[src/rtl/cpu_pkg.sv]
// cpu_pkg -- constants shared by the fetch unit and the instruction controller.
//   Opcode encodings: the top nibble of an instruction.
//   Fetch FSM state encoding: 2 bits.
//   Default widths, instruction field layout, and the reset value of IR (a NOP).
package cpu_pkg;

   localparam int PC_W_DEF    = 8;
   localparam int INSTR_W_DEF = 8;
   localparam int OPC_W       = 4;   // opcode field = IR[INSTR_W-1 -: OPC_W]
   localparam int OPND_W      = 4;   // operand field = IR[OPND_W-1:0]

   localparam logic [7:0] NOP_INSTR_DEF = 8'h00;

   typedef enum logic [OPC_W-1:0] {
      OP_NOP  = 4'h0,
      OP_ADD  = 4'h1,
      OP_SUB  = 4'h2,
      OP_AND  = 4'h3,
      OP_OR   = 4'h4,
      OP_XOR  = 4'h5,
      OP_LDI  = 4'h6,
      OP_JMPI = 4'h7,   // jump to the zero-extended immediate operand
      OP_JMPR = 4'h8,   // jump to the register named by the operand
      OP_LDR  = 4'h9,
      OP_STR  = 4'hA,
      OP_HALT = 4'hF
   } opcode_t;

   typedef enum logic [1:0] {
      FETCH  = 2'd0,
      DECODE = 2'd1,
      UPDATE = 2'd2,
      HALT   = 2'd3
   } fetchState_t;

endpackage

[src/rtl/fetch_unit_if.sv]
// fetch_unit_if -- instruction-memory req/valid handshake.
//   IMemReq   fetch request (fetch unit -> memory)
//   IMemAddr  fetch address (fetch unit -> memory)
//   IMemData  read data     (memory -> fetch unit)
//   IMemValid read data valid this cycle (memory -> fetch unit)
// master = fetch unit, slave = instruction memory.
interface fetch_unit_if #(
   parameter int PC_W    = 8,
   parameter int INSTR_W = 8
);
   logic               IMemReq;
   logic [PC_W-1:0]    IMemAddr;
   logic [INSTR_W-1:0] IMemData;
   logic               IMemValid;

   modport master (
      output IMemReq, IMemAddr,
      input  IMemData, IMemValid
   );

   modport slave (
      input  IMemReq, IMemAddr,
      output IMemData, IMemValid
   );
endinterface

[src/rtl/fetch_unit_pc_next.sv]
// pc_next -- combinational next-PC selection.
//   pc       current program counter
//   operand  instruction operand field (immediate jump target)
//   regData  register-file value (register jump target)
//   loadPC   jump; wins over incPC
//   selPC    jump source: 1 = immediate operand, 0 = regData
//   incPC    PC + 1, wrapping modulo 2^PC_W
//   nextPc   selected next PC (pc itself when nothing is asserted)
// PC_W must be at least 4 so the operand fits.
module pc_next
   import cpu_pkg::*;
#(
   parameter int PC_W = 8
) (
   input  logic [PC_W-1:0]   pc,
   input  logic [OPND_W-1:0] operand,
   input  logic [PC_W-1:0]   regData,
   input  logic              loadPC,
   input  logic              selPC,
   input  logic              incPC,
   output logic [PC_W-1:0]   nextPc
);

   logic [PC_W-1:0] immTarget;

   assign immTarget = PC_W'(operand);

   // if/else rather than ?: so an X/Z select falls through to the
   // "not asserted" branch instead of merging both targets.
   always_comb begin
      nextPc = pc;
      if (loadPC) begin
         if (selPC) nextPc = immTarget;
         else       nextPc = regData;
      end else if (incPC) begin
         nextPc = pc + PC_W'(1);
      end
   end

endmodule

[src/rtl/fetch_unit.sv]
// fetch_unit -- fetch/sequencing stage in front of the instruction controller.
// Owns PC and IR, fetches over a req/valid handshake, hands Opcode/Operand to
// the controller, then applies its LoadIR/IncPC/SelPC/LoadPC decision.
// Each instruction walks FETCH -> DECODE -> UPDATE; ExecEn is high only in
// UPDATE so the datapath commits exactly once per instruction.
// Ports:
//   Clk, reset          clock (rising edge), asynchronous active-high reset
//   imem                instruction-memory handshake (master side)
//   LoadIR              continue fetching after this instruction (0 = halt)
//   IncPC/SelPC/LoadPC  next-PC controls, sampled on the closing edge of UPDATE
//   RegData             register jump target
//   Opcode, Operand     IR fields to the controller
//   PC                  program counter
//   ExecEn              datapath commit enable
//   Halted              HALT state reached; only reset leaves it
module fetch_unit
   import cpu_pkg::*;
#(
   parameter int                 PC_W      = PC_W_DEF,
   parameter int                 INSTR_W   = INSTR_W_DEF,
   parameter logic [INSTR_W-1:0] NOP_INSTR = INSTR_W'(NOP_INSTR_DEF)
) (
   input  logic                Clk,
   input  logic                reset,
   fetch_unit_if.master        imem,
   input  logic                LoadIR,
   input  logic                IncPC,
   input  logic                SelPC,
   input  logic                LoadPC,
   input  logic [PC_W-1:0]     RegData,
   output logic [OPC_W-1:0]    Opcode,
   output logic [OPND_W-1:0]   Operand,
   output logic [PC_W-1:0]     PC,
   output logic                ExecEn,
   output logic                Halted
);

   fetchState_t        state, nextState;
   logic [PC_W-1:0]    pcReg, pcNextVal;
   logic [INSTR_W-1:0] irReg;
   logic               fetchReq, irLoad, pcLoad;

   // ---------------- state register ----------------
   always_ff @(posedge Clk or posedge reset) begin
      if (reset) state <= FETCH;
      else       state <= nextState;
   end

   // ---------------- next-state logic ----------------
   // An X/Z LoadIR takes the else branch, so an unrecognised opcode halts.
   always_comb begin
      nextState = state;
      case (state)
         FETCH:   if (imem.IMemValid) nextState = DECODE;
         DECODE:  nextState = UPDATE;
         UPDATE:  begin
            if (LoadIR) nextState = FETCH;
            else        nextState = HALT;
         end
         HALT:    nextState = HALT;
         default: nextState = FETCH;
      endcase
   end

   // ---------------- output logic ----------------
   always_comb begin
      fetchReq = 1'b0;
      irLoad   = 1'b0;
      pcLoad   = 1'b0;
      ExecEn   = 1'b0;
      Halted   = 1'b0;
      case (state)
         FETCH: begin
            fetchReq = 1'b1;
            // Data is taken only while requesting, so stray valids elsewhere are ignored.
            irLoad   = imem.IMemValid;
         end
         UPDATE: begin
            ExecEn = 1'b1;
            pcLoad = 1'b1;
         end
         HALT:    Halted = 1'b1;
         default: ;
      endcase
   end

   // ---------------- PC / IR ----------------
   pc_next #(.PC_W(PC_W)) uPcNext (
      .pc      (pcReg),
      .operand (irReg[OPND_W-1:0]),
      .regData (RegData),
      .loadPC  (LoadPC),
      .selPC   (SelPC),
      .incPC   (IncPC),
      .nextPc  (pcNextVal)
   );

   always_ff @(posedge Clk or posedge reset) begin
      if (reset)       pcReg <= '0;
      else if (pcLoad) pcReg <= pcNextVal;
   end

   always_ff @(posedge Clk or posedge reset) begin
      if (reset)       irReg <= NOP_INSTR;
      else if (irLoad) irReg <= imem.IMemData;
   end

   assign imem.IMemReq  = fetchReq;
   assign imem.IMemAddr = pcReg;
   assign PC            = pcReg;
   assign Opcode        = irReg[INSTR_W-1 -: OPC_W];
   assign Operand       = irReg[OPND_W-1:0];

endmodule

[src/flat_wrapper.sv]
// flat-port wrapper written by rule: the top's interface ports become plain ports
module fetch_unit_flat import cpu_pkg::*;
#(
   parameter int                 PC_W      = PC_W_DEF,
   parameter int                 INSTR_W   = INSTR_W_DEF,
   parameter logic [INSTR_W-1:0] NOP_INSTR = INSTR_W'(NOP_INSTR_DEF)
)
  (Clk, reset, LoadIR, IncPC, SelPC, LoadPC, RegData, Opcode, Operand, PC, ExecEn, Halted, imem_IMemReq, imem_IMemAddr, imem_IMemData, imem_IMemValid);
  fetch_unit_if #(.PC_W(PC_W), .INSTR_W(INSTR_W)) imem_i ();
  input  logic Clk;
  input  logic reset;
  input  logic LoadIR;
  input  logic IncPC;
  input  logic SelPC;
  input  logic LoadPC;
  input  logic [PC_W-1:0] RegData;
  output logic [OPC_W-1:0] Opcode;
  output logic [OPND_W-1:0] Operand;
  output logic [PC_W-1:0] PC;
  output logic ExecEn;
  output logic Halted;
  output wire logic [$bits(imem_i.IMemReq)-1:0] imem_IMemReq;
  output wire logic [$bits(imem_i.IMemAddr)-1:0] imem_IMemAddr;
  input wire logic [$bits(imem_i.IMemData)-1:0] imem_IMemData;
  input wire logic [$bits(imem_i.IMemValid)-1:0] imem_IMemValid;
  assign imem_IMemReq = imem_i.IMemReq;
  assign imem_IMemAddr = imem_i.IMemAddr;
  assign imem_i.IMemData = imem_IMemData;
  assign imem_i.IMemValid = imem_IMemValid;
  fetch_unit #(.PC_W(PC_W), .INSTR_W(INSTR_W), .NOP_INSTR(NOP_INSTR)) u_core (.Clk(Clk), .reset(reset), .imem(imem_i), .LoadIR(LoadIR), .IncPC(IncPC), .SelPC(SelPC), .LoadPC(LoadPC), .RegData(RegData), .Opcode(Opcode), .Operand(Operand), .PC(PC), .ExecEn(ExecEn), .Halted(Halted));
endmodule
[config.mk]
export PLATFORM = sky130hd
export DESIGN_NAME = fetch_unit_flat
export DESIGN_NICKNAME = d
export VERILOG_FILES = /design/src/rtl/cpu_pkg.sv /design/src/rtl/fetch_unit_if.sv /design/src/rtl/fetch_unit_pc_next.sv /design/src/rtl/fetch_unit.sv /design/src/flat_wrapper.sv
export SDC_FILE = /design/constraint.sdc
export NUM_CORES = 1
export LEC_CHECK = 0
export ABC_CLOCK_PERIOD_IN_PS = 1650
export BUFFER_PORTS_ARGS = -buffer_cell sky130_fd_sc_hd__buf_2
export CORE_UTILIZATION = 25
export DETAILED_ROUTE_END_ITERATION = 12
export PLACE_DENSITY_LB_ADDON = 0.25
export RECOVER_POWER = 25
export SETUP_SLACK_MARGIN = 0.15
export SYNTH_ARGS = -nofsm -noshare
export SYNTH_HDL_FRONTEND = slang
export SYNTH_HIERARCHICAL = 1
export SYNTH_SLANG_ARGS = --single-unit
[constraint.sdc]
create_clock -name Clk -period 1.65 [get_ports Clk]
set_clock_uncertainty 0.15 [all_clocks]
set_input_delay 0.0825 -clock Clk [delete_from_list [all_inputs] [get_ports Clk]]
set_output_delay 0.0825 -clock Clk [all_outputs]
set_load 0.03 [all_outputs]
Word level (Yosys, flattened, before mapping)
Cells that the tools add are included.
{"block": "op_classes", "n_addsub": 1, "eq_ne": 4, "reduce_logical": 3, "muxes": 10}
{"op": "8-bit 2-to-1 mux", "count": 3}
{"op": "8-bit by 1-bit adder with 8-bit output, second input constant", "count": 1}
{"op": "2-bit case mux with 4 select lines", "count": 1}
{"op": "2-bit equality test, second input constant", "count": 2}
{"op": "1-bit 2-to-1 mux", "count": 4}
{"op": "2-bit 2-to-1 mux", "count": 2}
{"op": "2-bit by 1-bit equality test with 1-bit output, second input constant", "count": 1}
{"op": "2-bit logical NOT", "count": 1}
{"op": "2-bit != test, second input constant", "count": 1}
{"op": "2-bit AND reduction", "count": 1}
{"op": "2-bit nonzero test", "count": 1}
{"block": "word_totals", "regBits": 18, "input_bits": 23, "out_inout_bits": 27, "elab_cells": 21}

Depth between registers and ports, before layout
Gate-level depths: netlist of the first run.
{"block": "logic_depth", "ltp_word": 3, "mapped_depth": 5}

Hierarchy
Netlist of the first run, hierarchy kept.
{"mod": "fetch_unit", "cells_each": 52, "instances": 1, "area_each_um2": 765.7}
{"mod": "pc_next", "cells_each": 45, "instances": 1, "area_each_um2": 287.8}

Worst setup path before layout of the first run
Ideal clock, no wire load.
{"block": "synth_path", "path_type": "reg-to-reg", "from": "reg u_core.pcReg[0], in the netlist u_core/PC[0]", "to": "reg u_core.pcReg[6], in the netlist u_core/PC[6]", "period_less_slack_ns": 1.847, "required_time_ns": 1.375, "setup_slack_ns": -0.197, "arrival_time_ns": 1.572, "setup_ns": 0.125, "n_path_buf": 0, "stages_incl_launch_ff": 6, "cell_sequence": "dfrtp_1 > ha_1 > nand2_1 > o21a_1 > o31a_1 > mux2_2"}
{"block": "synth_between", "elab_chain_cells": 3}
{"item": "from (decl)", "line": "fetch_unit.sv:39", "text": "logic [PC_W-1:0] pcReg, pcNextVal;"}
{"item": "from (signal assigned)", "line": "fetch_unit.sv:100", "text": "else if (pcLoad) pcReg <= pcNextVal;"}
{"item": "8-bit by 1-bit adder with 8-bit output", "line": "fetch_unit_pc_next.sv:36", "text": "nextPc = pc + PC_W'(1);"}
{"item": "8-bit 2-to-1 mux", "line": "fetch_unit_pc_next.sv:35", "text": "end else if (incPC) begin"}
{"item": "8-bit 2-to-1 mux", "line": "fetch_unit_pc_next.sv:32", "text": "if (loadPC) begin"}
{"item": "named net u_core.pcNextVal[6]", "line": "fetch_unit.sv:39"}
The timed path passes the listed nets, and every way through them passes these cells. The select of a mux whose other input is x is not followed.
A chain may end at the register's enable or synchronous reset.

Worst setup path after layout of the first run
{"block": "layout_path", "from": "reg u_core.pcReg[2], in the netlist u_core/PC[2]", "to": "reg u_core.pcReg[5], in the netlist u_core/PC[5]"}
The elaborated chain is that of the path after synthesis.

==> reports/metrics.csv, run 1 <==
stage,metric,value,unit
run_status,outcome,finished clean,
synth,async_flop_share,1.00,
drt,top_layer,met4,
clock_network,insertion_delay,250,ps
timing,setup_violations,0,
timing,hold_viol_final,0,
critical_path,critical_path_peak_fanout,6,
critical_path,worstSetupStartpointType,register,
synth,synthFlopType,dfrtp_1,
timing,period_needed,1530,ps
placed_design,port-buffer-count,49,
drt,dr_total_vias,976,
placed_design,place_hpwl,1770,µm
clock_network,clk_pin_slew,70,ps
pwr,power_frac_clock,0.112,
timing,slew_violations,0,
pwr,p_seq_frac,0.274,
synth,synth_edf_count,0,
die,floorplan.rows,23,
die,die_h,66.9,µm
pwr,powerDensity,1970,nW/µm²
timing,max_freq,0.654,GHz
die,start_util,0.261,
critical_path,crit_slowest_cell,or4_1,
clock_network,clock-sinks,18,
flow_run,drv_cap,0,
synth,synth-adder-area-share,0.0119,
clock_network,cts_tree,done,
synth,synth_area,1050,µm²
global_routing,overflow,0,
drt,wl_met3,205,µm
clock_network,cts_made_buffers,3,
global_routing,antenna_found_initial,0,
final_layout,multiInputGateArea,581,µm²
pwr,p_leak,0.000809,µW
critical_path,required,1700,ps
synth,synthSimpleGateAreaFrac,0.152,
pwr,p_comb_frac,0.614,
critical_path,crit_arrival,1580,ps
critical_path,crit_chain,nand4_1 > or4_1 > nand3_1 > mux2_4,
pwr,swShare,0.457,
synth,synth_top_family_by_area,multiplexers,
final_layout,areaGrowthSynthToFinish,56.9,%
die,ioPinCount,50,
drt,dr_wl_met2,1320,µm
clock_network,htreeDepth,1,
timing,grt_setup_unrepaired,true,
synth,synth-seq-cells,18,
timing,worst_pin_slew,473,ps
die,core_area,4030,µm²
drt,drt-wirelength-per-cell,12.5,µm
synth,syn_inst,97,
die,chipWidth,66.9,µm
final_layout,drive_gt1_frac,0.634,
timing,fin_setup_tns,0,ps
drt,drt-total-wl,2690,µm
final_layout,fin_nets,189,
die,dieArea,4480,µm²
timing,worst_hold_slack,36.6,ps
global_routing,grt_pass1_wl,4030,µm
clock_network,root_buffer,clkbuf_8,
critical_path,crit_path_end_kind,register,
global_routing,grt_pass1_vias,905,
final_layout,final_area,1650,µm²
final_layout,regArea,460,µm²
drt,first_pass_iters,4,
clock_network,cts_buffer_depth,2,
hold_path,worst_hold_path_type,input port to register,
synth,seq_area_frac_synth,0.428,
synth,synth.area.mux_share,0.211,
drt,wl_met1,1140,µm
synth,synth.distinct_cells,27,
drt,ant_nets,0,
global_routing,grt_max_degree,19,
drt,vias_per_cell,4.56,
critical_path,critPathMaxStageDelay,510,ps
global_routing,grt_usage,0.123,
drt,drc,0,
pwr,p_switching,1490,µW
placed_design,postPlaceCellArea,1360,µm²
synth,postSynthAreaPerCell,10.9,µm²
synth,yosys.area_share.xor_xnor,0.0333,
timing,maxSlewHeadroom,0.685,
drt,drt_iter0_drc,21,
critical_path,critPathKind,register to register,
final_layout,nFillCells,411,
synth,yosysWarnings,6,
synth,synth_fp_nets,121,
pwr,ir_worst_vdd,963,µV
pwr,internal_power,1770,µW
final_layout,n_antenna_cell,0,
placed_design,gp_congestion,0.778,
synth,synth_compound_area_frac,0.0772,
timing,period_share,0.927,
==> registers in the layout (all words and copies together), names as in the netlist <==
| register | cells |
|---|---|
| u_core/PC | 8 |
| u_core/irReg | 8 |
| u_core/state | 2 |
==> cell families (layout without fill, tap and decap cells) <==
group                    Yosys count  in the layout
AND/OR/NAND/NOR                   26             26
AO/OA/AOI/OAI                     13             13
multiplexers                      20             20
buffers and inverters             15             82
flip-flops                        18             18
adder cells (fa/ha/maj)            1              1
XOR/XNOR                           4              4
==> power groups by stage <==
stage | sequential [µW] | clock (µW) | combinational, µW
detailed placement | 912 | 0 | 1680
global placement | 895 | 0 | 1680
CTS | 885 | 386 | 1840
global route | 932 | 403 | 2150
finish | 893 | 366 | 2000
floorplan | 1290 | 0 | 911
==> worst paths after layout <==
path                            slack, ps  cells after the start         endpoint             from
worst max-delay path                  120                      4     u_core/PC[5]     u_core/PC[2]
worst min-delay path                   40                      4     u_core/PC[7]       RegData[7]
worst max register to register        120                      4     u_core/PC[5]     u_core/PC[2]
worst min register to register        360                      1  u_core/irReg[4]  u_core/irReg[4]
max in group asynchronous             690                      4     u_core/PC[0]            reset
min in group asynchronous             310                      4  u_core/irReg[4]            reset
==> layout by cell type, fill, tap and decap left out, types with 2 or more instances in the layout <==
cell type,instances
a21oi_1,2
dfrtp_1,10
o21ai_1,2
nand2_1,6
nor2b_1,3
buf_6,2
buf_4,12
or4_1,2
buf_2,49
a21o_2,2
inv_1,3
clkbuf_8,4
nand4_1,3
dlygate4sd3_1,10
dfrtp_2,8
nor2_1,2
mux2_2,7
mux2_4,11
o21ai_0,4
nand3_1,2
xor2_1,4
mux2i_1,2
==> per-layer routing <==
layer  vias to the layer above  global-route usage
met2                        42               0.215
met4                         0              0.0319
met3                         4              0.0479
met1                       465               0.137
met5                         -                   0
li1                        465                   -
==> Yosys cell counts, types with 2 or more instances <==
cell type | instances | share of area
mux2i_1 | 2 | 0.019
or4_1 | 2 | 0.014
dfrtp_1 | 18 | 0.43
a21o_2 | 2 | 0.017
nor2_1 | 2 | 0.0071
inv_1 | 3 | 0.011
nand4_1 | 3 | 0.018
nor2b_1 | 4 | 0.024
xor2_1 | 4 | 0.033
o21ai_0 | 6 | 0.029
nand3_1 | 2 | 0.0095
buf_4 | 9 | 0.064
a21oi_1 | 2 | 0.0095
nand2_1 | 7 | 0.025
mux2_2 | 18 | 0.19
clkbuf_1 | 2 | 0.0071
==> layout make-up <==
class / instances / area share
Clock buffer: 4 / 0.0333
Inverter: 3 / 0.00681
Multi-Input combinational cell: 64 / 0.351
Sequential cell: 18 / 0.279
Tap cell: 50 / 0.0379
Timing Repair Buffer: 75 / 0.292
==> critical path: cells and delay by family (launching register included) <==
kind	cells	cell delay, ps
flops	1	410
mux	1	140
simple gates	3	770
==> metrics by stage <==
stage	utilization	cells	total power, µW	setup slack, ps
2_1_floorplan	-	97	2200	-9.58
3_3_place_gp	0.337	189	2570	119
6_report	0.410	214	3260	120
4_1_cts	0.389	209	3110	119
5_1_grt	0.410	214	3480	36.9
3_5_place_dp	0.337	189	2590	88.6
==> repair_timing <==
item | in CTS | in global routing
endpoints found under the setup margin | 7 | 13
hold buffers | 10 | 0
pin swaps | 4 | 8
resized for setup | 3 | 17
hold endpoints to repair | 28 | 0
setup buffers | 6 | 4
gates cloned | 0 | 1
Note: power is estimated with default switching activity, not from simulation.
==> inputs of run 2 (changes only) <==
--- a/config.mk
+++ b/config.mk
@@ -5,14 +5,16 @@
 export SDC_FILE = /design/constraint.sdc
 export NUM_CORES = 1
 export LEC_CHECK = 0
+export ABC_AREA = 1
 export ABC_CLOCK_PERIOD_IN_PS = 1650
 export BUFFER_PORTS_ARGS = -buffer_cell sky130_fd_sc_hd__buf_2
 export CORE_UTILIZATION = 25
 export DETAILED_ROUTE_END_ITERATION = 12
 export PLACE_DENSITY_LB_ADDON = 0.25
-export RECOVER_POWER = 25
+export RECOVER_POWER = 50
 export SETUP_SLACK_MARGIN = 0.15
 export SYNTH_ARGS = -nofsm -noshare
 export SYNTH_HDL_FRONTEND = slang
 export SYNTH_HIERARCHICAL = 1
 export SYNTH_SLANG_ARGS = --single-unit
+export TNS_END_PERCENT = 30
==> reports/metrics.csv, run 2 <==
stage,metric,value,unit,change
run_status,outcome,finished clean,,
pwr,powerDensity,1810,nW/µm²,-8.0%
die,die_h,67.6,µm,+0.97%
global_routing,grt_pass1_vias,1092,,+21%
drt,drt-total-wl,3000,µm,+12%
timing,worst_pin_slew,482,ps,+9.25 ps
drt,drt_iter0_drc,53,,+150%
die,chipWidth,67.6,µm,+0.97%
synth,synth.top_cell.area_share,0.419,,-0.00846
drt,drc,0,,unchanged
final_layout,final_common_cell,nand2_1,,
timing,maxSlewHeadroom,0.679,,-0.00617
synth,yosysWarnings,6,,unchanged
synth,synth_area,1070,µm²,+2.0%
pwr,p_comb_frac,0.545,,-0.069
clock_network,cts_buffer_depth,2,,unchanged
critical_path,crit_arrival,1280,ps,-300 ps
placed_design,gp_congestion,0.762,,-2.1%
synth,synth_commonest_cells,"nand2_1, nand3_1, dfrtp_1",,
die,start_util,0.265,,+0.00339
timing,setup_violations,0,,unchanged
pwr,p_seq_frac,0.316,,+0.042
timing,fin_setup_tns,0,ps,unchanged
synth,synth.distinct_cells,17,,-37%
pwr,p_switching,1460,µW,-2.0%
clock_network,insertion_delay,260,ps,about the same
final_layout,n_antenna_cell,0,,unchanged
synth,synth-seq-cells,18,,unchanged
placed_design,port-buffer-count,49,,unchanged
pwr,ir_worst_vdd,808,µV,-16%
critical_path,worstSetupStartpointType,register,,
clock_network,clock-sinks,18,,unchanged
timing,hold_viol_final,0,,unchanged
critical_path,crit_chain,nor2_1 > buf_4 > clkbuf_4,,
critical_path,critPathKind,register to output pin,,
pwr,internal_power,1270,µW,-28%
critical_path,crit_slowest_cell,dfrtp_2,,
clock_network,cts_tree,done,,
timing,slew_violations,0,,unchanged
final_layout,fin_nets,235,,+24%
drt,vias_per_cell,4.43,,-2.8%
timing,timing.final.ws_setup,135,ps,+15.6 ps
flow_run,drv_cap,0,,unchanged
timing,period_share,0.918,,-0.00946
drt,ant_nets,0,,unchanged
final_layout,final_cell_mix,"nand2_1, buf_2, nand3_1",,
pwr,swShare,0.535,,+0.0782
global_routing,antenna_found_initial,0,,unchanged
synth,synthFlopType,dfrtp_1,,
clock_network,htreeDepth,1,,unchanged
synth,yosys.cell_count.top_type,nand2_1,,
die,ioPinCount,50,,unchanged
critical_path,critical_path_peak_fanout,9,,+3
final_layout,areaGrowthSynthToFinish,39.9,%,
critical_path,path_buf_inv,2,,+2
global_routing,grt_usage,0.149,,+0.0263
critical_path,critPathMaxStageDelay,440,ps,-70 ps
synth,synth_edf_count,0,,unchanged
hold_path,worst_hold_path_type,input port to register,,
global_routing,grt_max_degree,19,,unchanged
drt,first_pass_iters,6,,+2
timing,max_freq,0.660,GHz,+1.0%
placed_design,place_hpwl,2070,µm,+17%
critical_path,critPathTopFamily,flip-flops,,
clock_network,root_buffer,clkbuf_8,,
timing,grt_setup_unrepaired,true,,
drt,dr_total_vias,1153,,+18%
synth,synth_fp_nets,177,,+46%
placed_design,place_ws,286,ps,+197 ps
synth,synth_top_area_cell,dfrtp_1,,
synth,synthTopCellsByArea,"dfrtp_1, nand2_1, nand3_1, buf_4, inv_1",,
final_layout,fin_util,0.371,,-0.0396
synth,seq_area_frac_synth,0.419,,-0.00846
synth,postSynthAreaPerCell,7.02,µm²,-35%
drt,drt-wirelength-per-cell,11.5,µm,-8.1%
die,floorplan.rows,23,,unchanged
critical_path,crit_path_end_kind,output pin,,
die,core_area,4060,µm²,+0.71%
global_routing,grt_pass1_wl,5020,µm,+24%
synth,async_flop_share,1.00,,unchanged
pwr,power_frac_clock,0.138,,+0.026
die,dieArea,4570,µm²,+2.0%
final_layout,drive_gt1_frac,0.257,,-0.377
clock_network,clk_pin_slew,80,ps,about the same
pwr,p_leak,0.000830,µW,+2.6%
clock_network,post_cts_buffers,0,,-6
synth,syn_inst,153,,+58%
critical_path,required,1420,ps,-280 ps
timing,period_needed,1510,ps,-15.6 ps
clock_network,cts_made_buffers,3,,unchanged
global_routing,overflow,0,,unchanged
run 2: per-stage QoR:
stage               area, µm²  hold WS (ps)  total power (µW)  std cells
floorplan                1080          -129              1980        153
finish                   1500          3.30              2730        260
global route             1500          72.2              2960        260
CTS                      1520          6.52              2770        260
global placement         1320         -29.4              2330        243
detailed placement       1320         -28.6              2340        243
run 2: tightest hold or removal path, delay by kind of cell:
| kind | cells | cell delay [ps] |
|---|---|---|
| buffers and inverters | 1 | 80 |
| and+or+nand+nor | 4 | 220 |
run 2: cells by family after synthesis:
family	count (synthesis)	share of synthesized area
AO/OA/AOI/OAI	11	0.0547
XOR/XNOR	1	0.00815
adder cells (fa/ha/maj)	1	0.0116
buffers and inverters	24	0.121
flip-flops	18	0.419
AND/OR/NAND/NOR	98	0.385
run 2: power by group through the flow:
stage | Clock (µW) | Combinational (µW) | Sequential (µW)
after floorplan | 0 | 827 | 1150
after global placement | 0 | 1480 | 851
after detailed placement | 0 | 1480 | 859
after CTS | 388 | 1520 | 862
after global routing | 411 | 1650 | 901
final | 377 | 1490 | 862
run 2: final cells by class:
type / count / area (µm²)
multi-input cells: 111 / 499
repair buffers: 64 / 379
clock buffers: 4 / 55.1
well taps: 50 / 62.6
inverters: 13 / 55.1
flip-flops and latches: 18 / 453
fillers: 444 / 2550
run 2: final timing paths:
check | slack (ps) | cells after the start | to | startpoint
worst min-delay path | 3 | 5 | u_core/PC[5] | RegData[5]
worst min register to register | 330 | 2 | u_core/irReg[7] | u_core/irReg[7]
worst max register to register | 270 | 7 | u_core/PC[5] | u_core/PC[2]
max in group asynchronous | 680 | 4 | u_core/state[1] | reset
worst max-delay path | 140 | 3 | imem_IMemReq | u_core/state[1]
min in group asynchronous | 310 | 4 | u_core/irReg[3] | reset
run 2: repair_timing:
item	CTS	global route
endpoints found under the hold margin	30	0
resized for setup	3	5
pin swaps	0	0
setup endpoints to repair	2	3
hold buffers	13	0
run 2: routing by layer:
layer / share of wire / track usage
met4: 0.0083 / 0.0319
met3: 0.073 / 0.0524
met5: 0 / 0
met1: 0.47 / 0.186
met2: 0.45 / 0.244
==> inputs of run 3 (changes only) <==
--- a/config.mk
+++ b/config.mk
@@ -8,6 +8,8 @@
 export ABC_AREA = 1
 export ABC_CLOCK_PERIOD_IN_PS = 1650
 export BUFFER_PORTS_ARGS = -buffer_cell sky130_fd_sc_hd__buf_2
+export CELL_PAD_IN_SITES_DETAIL_PLACEMENT = 0
+export CELL_PAD_IN_SITES_GLOBAL_PLACEMENT = 1
 export CORE_UTILIZATION = 25
 export DETAILED_ROUTE_END_ITERATION = 12
 export PLACE_DENSITY_LB_ADDON = 0.25
==> reports/metrics.csv, run 3 (synthesized netlist as in run 2, its figures left out) <==
stage,metric,value,unit,change
run_status,outcome,finished clean,,
die,ioPinCount,50,,unchanged
drt,ant_nets,0,,unchanged
critical_path,crit_slowest_cell,dfrtp_2,,
drt,dr_total_vias,1123,,-2.6%
clock_network,insertion_delay,260,ps,about the same
global_routing,grt_pass1_vias,1167,,+6.9%
timing,grt_setup_unrepaired,true,,
critical_path,required,1420,ps,about the same
final_layout,areaGrowthSynthToFinish,39.0,%,
drt,drt-total-wl,2940,µm,-2.0%
clock_network,cts_buffer_depth,2,,unchanged
critical_path,worstSetupStartpointType,register,,
global_routing,overflow,0,,unchanged
clock_network,cts_tree,done,,
placed_design,place_hpwl,2130,µm,+2.6%
final_layout,fin_cells,259,,-0.38%
drt,vias_per_cell,4.34,,-2.2%
critical_path,crit_chain,nor2_1 > buf_4 > clkbuf_4,,
clock_network,htreeDepth,1,,unchanged
critical_path,critPathMaxStageDelay,440,ps,about the same
critical_path,critPathKind,register to output pin,,
timing,max_freq,0.662,GHz,+0.29%
clock_network,clock-sinks,18,,unchanged
clock_network,clk_pin_slew,80,ps,about the same
placed_design,port-buffer-count,49,,unchanged
drt,drt_iter0_drc,29,,-45%
final_layout,final_cell_mix,"nand2_1, buf_2, nand3_1",,
hold_path,worst_hold_path_type,input port to register,,
critical_path,critical_path_peak_fanout,9,,unchanged
timing,maxSlewHeadroom,0.684,,+0.00544
clock_network,cts_made_buffers,3,,unchanged
global_routing,antenna_found_initial,0,,unchanged
global_routing,grt_pass1_wl,4980,µm,-0.70%
critical_path,crit_arrival,1280,ps,about the same
die,chipWidth,67.6,µm,unchanged
drt,drc,0,,unchanged
critical_path,r2r_slack,240,ps,-30 ps
timing,period_needed,1510,ps,-4.38 ps
timing,worst_pin_slew,474,ps,-8.16 ps
timing,hold_viol_final,0,,unchanged
critical_path,crit_path_end_kind,output pin,,
flow_run,drv_cap,0,,unchanged
final_layout,fin_nets,234,,-0.43%
final_layout,final_common_cell,nand2_1,,
timing,fin_setup_tns,0,ps,unchanged
die,core_area,4060,µm²,unchanged
global_routing,grt_usage,0.146,,-0.00301
drt,first_pass_iters,4,,-2
die,start_util,0.265,,unchanged
global_routing,grt_max_degree,19,,unchanged
timing,period_share,0.915,,-0.00265
placed_design,placed_cells,243,,unchanged
clock_network,root_buffer,clkbuf_8,,
final_layout,n_antenna_cell,0,,unchanged
pwr,ir_worst_vdd,750,µV,-7.2%
final_layout,drive_gt1_frac,0.258,,+0.00123
die,dieArea,4570,µm²,unchanged
pwr,powerDensity,1820,nW/µm²,+0.51%
die,die_h,67.6,µm,unchanged
drt,drt-wirelength-per-cell,11.3,µm,-1.6%
die,floorplan.rows,23,,unchanged
placed_design,gp_congestion,0.801,,+5.0%
timing,setup_violations,0,,unchanged
pwr,p_leak,0.000830,µW,about the same
timing,slew_violations,0,,unchanged
==> run 3: area by class of cell <==
| cell class | instances | area, µm² |
|---|---|---|
| repair buffers | 63 | 370 |
| fillers | 440 | 2560 |
| flip-flops and latches | 18 | 452 |
| well taps | 50 | 62.6 |
| clock buffers | 4 | 55.1 |
| multi-input cells | 111 | 499 |
| inverters | 13 | 55.1 |
==> run 3: power breakdown <==
group / switching, µW / internal (µW)
Clock: 164 / 212
Combinational: 1070 / 418
Sequential: 218 / 637
Total: 1450 / 1270
==> run 3: final timing paths <==
kind                                       from               to  cells after the start
max in group asynchronous                 reset  u_core/state[1]                      4
worst max-delay path            u_core/state[1]     imem_IMemReq                      3
worst max register to register     u_core/PC[0]     u_core/PC[6]                      8
min in group asynchronous                 reset  u_core/irReg[3]                      4
worst min-delay path                 RegData[3]     u_core/PC[3]                      5
worst min register to register  u_core/irReg[4]  u_core/irReg[4]                      2
==> run 3: repair_timing <==
action | CTS | global route
endpoints found under the hold margin | 29 | 0
resized for setup | 2 | 6
hold buffers | 12 | 0
endpoints found under the setup margin | 2 | 4
buffers inserted | 0 | 0
==> run 3: worst max-delay path, delay by kind of cell (launching register included) <==
kind / cells / cell delay, ps
DFF: 1 / 440
buffers and inverters: 2 / 380
and+or+nand+nor: 1 / 200
==> run 3: metrics by stage <==
stage / hold WS, ps / instance area, µm² / setup WS, ps / util / total power (µW)
2_1_floorplan: -129 / 1080 / 191 / - / 1980
3_3_place_gp: -35.0 / 1320 / 285 / 0.325 / 2320
6_report: 5.08 / 1490 / 140 / 0.368 / 2720
3_5_place_dp: -33.3 / 1320 / 274 / 0.325 / 2340
5_1_grt: 39.8 / 1490 / 75.6 / 0.368 / 2950
4_1_cts: 2.14 / 1500 / 111 / 0.370 / 2770
==> run 3: per-layer routing <==
metal  up-vias  global-route usage  wire [µm]
li1        585                   -          -
met1       503               0.157       1280
met2        33               0.278       1540
met3         2              0.0355        115
met4         0              0.0372          8
met5         -                   0          0
